[src/rtl/bomb_display.sv]
// Countdown display back end: registers the BCD digits and controller state, then drives three
// active-low seven-segment digits with leading-zero blanking, low-time blink and end-state patterns.
module bomb_display #(
    parameter int unsigned BLINK_HALF = 12_500_000,
    parameter int unsigned LOW_THRESH = 10
) (
    input  logic       clk,
    input  logic       reset,
    input  logic [7:0] game_state,
    input  logic [3:0] value_three,
    input  logic [3:0] value_two,
    input  logic [3:0] value_one,
    output logic [6:0] hex2,
    output logic [6:0] hex1,
    output logic [6:0] hex0,
    output logic       low_time,
    output logic       time_up
);

    localparam logic [7:0] GsArmed     = 8'h10;
    localparam logic [7:0] GsDefused   = 8'h20;
    localparam logic [7:0] GsDetonated = 8'h30;

    localparam logic [6:0] SegBlank = 7'b1111111;
    localparam logic [6:0] SegDash  = 7'b0111111;
    localparam logic [6:0] SegZero  = 7'b1000000;

    localparam int unsigned CntW = (BLINK_HALF > 1) ? $clog2(BLINK_HALF) : 1;
    localparam logic [CntW-1:0] CntLast = CntW'(BLINK_HALF - 1);

    typedef enum logic [2:0] {
        StIdle,
        StArmed,
        StExpired,
        StDefused,
        StDetonated
    } state_e;

    function automatic logic [6:0] seg7(input logic [3:0] d);
        logic [6:0] s;
        case (d)
            4'd0:    s = 7'b1000000;
            4'd1:    s = 7'b1111001;
            4'd2:    s = 7'b0100100;
            4'd3:    s = 7'b0110000;
            4'd4:    s = 7'b0011001;
            4'd5:    s = 7'b0010010;
            4'd6:    s = 7'b0000010;
            4'd7:    s = 7'b1111000;
            4'd8:    s = 7'b0000000;
            4'd9:    s = 7'b0010000;
            default: s = SegDash;
        endcase
        return s;
    endfunction

    // Input snapshot
    logic [7:0] gs_q;
    logic [3:0] three_q, two_q, one_q;

    state_e          state_q, state_d;
    logic [CntW-1:0] cnt_q, cnt_d;
    logic            phase_q, phase_d;
    logic            seen_q, seen_d;
    logic [6:0]      hex2_q, hex2_d, hex1_q, hex1_d, hex0_q, hex0_d;
    logic            low_time_q, low_time_d;
    logic            time_up_q, time_up_d;

    logic       valid;
    logic       nz;
    logic [9:0] value;

    always_ff @(posedge clk) begin
        if (reset) begin
            gs_q       <= 8'h00;
            three_q    <= 4'd0;
            two_q      <= 4'd0;
            one_q      <= 4'd0;
            state_q    <= StIdle;
            cnt_q      <= '0;
            phase_q    <= 1'b1;
            seen_q     <= 1'b0;
            hex2_q     <= SegBlank;
            hex1_q     <= SegBlank;
            hex0_q     <= SegBlank;
            low_time_q <= 1'b0;
            time_up_q  <= 1'b0;
        end else begin
            gs_q       <= game_state;
            three_q    <= value_three;
            two_q      <= value_two;
            one_q      <= value_one;
            state_q    <= state_d;
            cnt_q      <= cnt_d;
            phase_q    <= phase_d;
            seen_q     <= seen_d;
            hex2_q     <= hex2_d;
            hex1_q     <= hex1_d;
            hex0_q     <= hex0_d;
            low_time_q <= low_time_d;
            time_up_q  <= time_up_d;
        end
    end

    always_comb begin
        valid = (three_q <= 4'd9) && (two_q <= 4'd9) && (one_q <= 4'd9);
        value = 10'(three_q) * 10'd100 + 10'(two_q) * 10'd10 + 10'(one_q);
        nz    = (value != 10'd0);

        state_d   = state_q;
        seen_d    = seen_q;
        time_up_d = 1'b0;

        if (gs_q == GsArmed) begin
            case (state_q)
                StArmed: begin
                    if (valid && !nz && seen_q) begin
                        state_d   = StExpired;
                        time_up_d = 1'b1;
                    end else if (valid && nz) begin
                        seen_d = 1'b1;
                    end
                end
                StExpired: state_d = StExpired;
                default: begin
                    state_d = StArmed;
                    seen_d  = 1'b0;
                end
            endcase
        end else if (gs_q == GsDefused) begin
            state_d = StDefused;
        end else if (gs_q == GsDetonated) begin
            state_d = StDetonated;
        end else begin
            state_d = StIdle;
        end

        // A state change restarts the blink so every new state opens with an on phase
        if (state_d != state_q) begin
            cnt_d   = '0;
            phase_d = 1'b1;
        end else if (cnt_q == CntLast) begin
            cnt_d   = '0;
            phase_d = ~phase_q;
        end else begin
            cnt_d   = cnt_q + 1'b1;
            phase_d = phase_q;
        end

        low_time_d = (state_d == StArmed) && valid && nz && (32'(value) < LOW_THRESH);

        hex2_d = SegBlank;
        hex1_d = SegBlank;
        hex0_d = SegBlank;
        case (state_d)
            StArmed: begin
                if (!low_time_d || phase_d) begin
                    hex2_d = (three_q == 4'd0) ? SegBlank : seg7(three_q);
                    hex1_d = (three_q == 4'd0 && two_q == 4'd0) ? SegBlank : seg7(two_q);
                    hex0_d = seg7(one_q);
                end
            end
            StExpired: begin
                if (phase_d) begin
                    hex2_d = SegZero;
                    hex1_d = SegZero;
                    hex0_d = SegZero;
                end
            end
            StDefused: begin
                hex2_d = seg7(three_q);
                hex1_d = seg7(two_q);
                hex0_d = seg7(one_q);
            end
            StDetonated: begin
                if (phase_d) begin
                    hex2_d = SegDash;
                    hex1_d = SegDash;
                    hex0_d = SegDash;
                end
            end
            default: ;
        endcase
    end

    assign hex2     = hex2_q;
    assign hex1     = hex1_q;
    assign hex0     = hex0_q;
    assign low_time = low_time_q;
    assign time_up  = time_up_q;

endmodule

[config.mk]
export PLATFORM = sky130hd
export DESIGN_NAME = bomb_display
export DESIGN_NICKNAME = d
export VERILOG_FILES = /design/src/rtl/bomb_display.sv
export SDC_FILE = /design/constraint.sdc
export NUM_CORES = 1
export LEC_CHECK = 0
export ABC_AREA = 1
export CELL_PAD_IN_SITES_DETAIL_PLACEMENT = 1
export CELL_PAD_IN_SITES_GLOBAL_PLACEMENT = 2
export CORE_UTILIZATION = 33
export CTS_CLUSTER_DIAMETER = 60
export CTS_CLUSTER_SIZE = 12
export DETAILED_ROUTE_END_ITERATION = 10
export GPL_TIMING_DRIVEN = 0
export HOLD_SLACK_MARGIN = 0.08
export PLACE_DENSITY_LB_ADDON = 0.3
export SLEW_MARGIN = 10
export SYNTH_ARGS = -nofsm -noshare
export SYNTH_HDL_FRONTEND = slang
export SYNTH_SLANG_ARGS = --single-unit
[constraint.sdc]
create_clock -name clk -period 4.4 [get_ports clk]
set_input_delay 1.1 -clock clk [delete_from_list [all_inputs] [get_ports clk]]
set_output_delay 1.1 -clock clk [all_outputs]
set_load 0.01 [all_outputs]
==> impl_metrics.env <==
export IMPL_outcome="complete, no violations"
export IMPL_max_cap_violations=0
export IMPL_timing_worst_slew_pin_value_ps=1180
export IMPL_grt_max_degree=16
export IMPL_setup_worst_path_start_class="flop"
export IMPL_post_cts_resized=0
export IMPL_worstSetupEndpointType="flop"
export IMPL_routedWlPerCell_um=12.8
export IMPL_detailed_place_area_um2=5790
export IMPL_synth_top_area_cell="dfxtp_1"
export IMPL_synth_compound_gate_area_share_pct=6.00
export IMPL_die_h_um=127
export IMPL_clock_sink_count=93
export IMPL_finalSetupViolCount=0
export IMPL_antenna_violating_nets_post_route=0
export IMPL_timing_hold_worst_class="reg -> reg"
export IMPL_power_density_nw_per_um2=328
export IMPL_ys_types=40
export IMPL_worstSkewPairLatency_ps=350
export IMPL_cp_arrival_ps=4280
export IMPL_skew_ps=8.75
export IMPL_post_layout_total_power_mw=2.01
export IMPL_yosysSeqAreaShare_pct=36.3
export IMPL_tns_ps=0
export IMPL_yosys_area_top_type_share_pct=36.3
export IMPL_cts_max_path_buffers=2
export IMPL_fill_cells=1901
export IMPL_hold_viol_final=0
export IMPL_synth_flop_cell="dfxtp_1"
export IMPL_fin_crit_ps=3990
export IMPL_mappedNetlistNets=760
export IMPL_clk_transition_reported_paths_ps=70
export IMPL_die_width_um=127
export IMPL_asyncSetResetFlopFracSynth_pct=0
export IMPL_mostFrequentLayoutCell="nand2_1"
export IMPL_fmax_ghz=0.251
export IMPL_pin_count=45
export IMPL_yosys_area_share_xor_xnor_pct=2.71
export IMPL_unrepaired_setup_endpoints_after_global_routing="false"
export IMPL_core_um2=15200
export IMPL_detail_route_first_pass_iterations=4
export IMPL_grt_first_pass_wirelength_mm=20.7
export IMPL_criticalPathCategory="reg -> reg"
export IMPL_layout_cells_most_common_list="181 x nand2_1, 101 x inv_1, 92 x dfxtp_1"
export IMPL_setup_reg_to_reg_worst_slack_ps=410
export IMPL_grt_antenna_before_repair=0
export IMPL_final_nets=814
export IMPL_post_synth_fa_ha_maj_area_fraction_pct=12.4
export IMPL_finalWirelength_mm=12.0
export IMPL_synth_edf_count=0
export IMPL_antenna_cells_inserted=0
export IMPL_cp_data_required_time_ps=4680
export IMPL_fin_area_um2=6110
export IMPL_number_of_warnings_issued_by_yosys=0
export IMPL_numCtsBuffers=9
export IMPL_r2r_start="two_q[3]"
export IMPL_tritoncts_clock_tree="yes"
export IMPL_avgSynthCellArea_um2=7.43
export IMPL_grt_util_all_layers_pct=16.2
export IMPL_detail_route_drc_violations=0
export IMPL_crit_reg2reg_capture="hex0[6]"
export IMPL_post_route_cells_drive_above_1_share_pct=10.7
export IMPL_min_period_over_period_pct=90.7
export IMPL_dr_first_iter_drc_count=109
export IMPL_ctsRootBufferMaster="clkbuf_16"
export IMPL_static_leakage_power_nw=2.82
export IMPL_number_of_global_route_vias_before_repair=4371
export IMPL_hold_buffers=0
export IMPL_gp_congestion=0.829
export IMPL_synth_area_mux_share_pct=0
export IMPL_maxSlewHeadroom_pct=20.5
export IMPL_via_count=4267
export IMPL_yosys_register_bits=93
export IMPL_area_contributors_post_synth="dfxtp_1 36%, nand2_1 13%, ha_1 10%"
export IMPL_cts_post_setup_buffers_inserted=0
export IMPL_placementRows=45
export IMPL_report_final_slew_viol_count=0
export IMPL_port_buffers=43
export IMPL_path_max_fanout=10
export IMPL_timing_hold_worst_start="cnt_q[0]"
export IMPL_synth_simple_area_share_pct=32.6
export IMPL_worst_setup_slack_after_layout_ps=408
export IMPL_post_dp_hpwl_mm=9.63
export IMPL_worstHoldPathCells=1
export IMPL_ir_drop_worst_vdd_mv=0.185
export IMPL_start_util_pct=33.7
export IMPL_die_area_um2=16000
export IMPL_syn_to_final_growth_pct=19.2
export IMPL_synth_cell_area_um2=5130
export IMPL_worst_hold_path_endpoint="cnt_q[0]"
export IMPL_synth_top_family_by_area="simple AND/OR/NAND/NOR gates"
export IMPL_grt_ovfl_total=0
export IMPL_preCtsSetupSlack_ps=296
export IMPL_vias_per_cell=4.55
export IMPL_worst_reg_to_reg_path_cell_count=24
export IMPL_synth_instances=690
export IMPL_h_tree_depth=3
[routing by layer]
layer  vias to the layer above  wire [um]  global-route usage [%]
met5                         -          0                       0
met4                         0        227                    5.88
met3                        15        259                    2.87
met2                        40       5660                    27.6
met1                      1966       5810                    20.5
li1                       2246          -                       -
[synth_stat cells, types with 6 or more instances]
library cell and instances:
nor2_2 14, nor4_1 6, xnor2_1 7, a21oi_1 13, ha_1 43, o21ai_0 37
nand2_2 7, nand3_1 16, nor3_1 8, xor2_1 7, inv_2 6, nand2_1 181
inv_1 101, nand4_1 10, dfxtp_1 93, nor2_1 84
[critical path, cell delays in order, from the launching register on]
cell and delay (ps):
dfxtp_1 440, ha_1 280, ha_1 230, fa_1 380, xor2_1 160, ha_1 280, ha_1 390, nand2_1 100
nand2_1 100, a21oi_2 160, nand2_1 70, nand2_1 60, nand2_2 70, nor2_4 140, nand4_4 140, nand2_2 100
nand2_2 70, nand2_2 80, nand2_2 60, nand2_4 100, nand4_2 150, buf_6 190, nand2_1 60, nand2_1 50
nand2_1 90
[report_power, final]
part	total, mW	internal (mW)	switching (mW)
combinational	0.313	0.125	0.187
sequential	0.901	0.881	0.0205
clock	0.791	0.457	0.334
[cell type report]
cell class / count / area (um^2) / share of cell area [%]
flip-flops and latches: 93 / 1860 / 30.5
plain buffers: 13 / 91.3 / 1.49
well taps: 188 / 235 / 3.85
inverters: 108 / 419 / 6.86
repair buffers: 43 / 430 / 7.04
clock inverters: 5 / 60.1 / 0.983
clock buffers: 11 / 243 / 3.97
multi-input cells: 476 / 2770 / 45.3
[worst max path at each step]
stage | from | end | slack, ps
6_report | two_q[3] | hex0[6] | 410
3_5_place_dp | three_q[0] | hex1[4] | 300
5_1_grt | two_q[3] | hex1[6] | 50
3_3_place_gp | three_q[0] | hex0[6] | 320
2_1_floorplan | three_q[0] | hex1[2] | 770
4_1_cts | three_q[0] | hex0[6] | 280
[cell families (layout without fill, tap and decap cells)]
| group | count (synthesis) | in the layout |
|---|---|---|
| xor+xnor | 15 | 15 |
| fa+ha+maj | 48 | 48 |
| flops | 93 | 93 |
| simple gates | 356 | 356 |
| buf+inv | 121 | 180 |
| compound gates | 57 | 57 |
[metrics by stage]
stage / util, % / hold WS [ps] / instances
5_1_grt: 40.2 / 466 / 937
3_5_place_dp: 38.1 / 435 / 921
4_1_cts: 40.1 / 449 / 937
2_1_floorplan: - / 413 / 690
6_report: 40.2 / 444 / 937
3_3_place_gp: 38.1 / 423 / 921
Power figures use the tool's default switching activity.
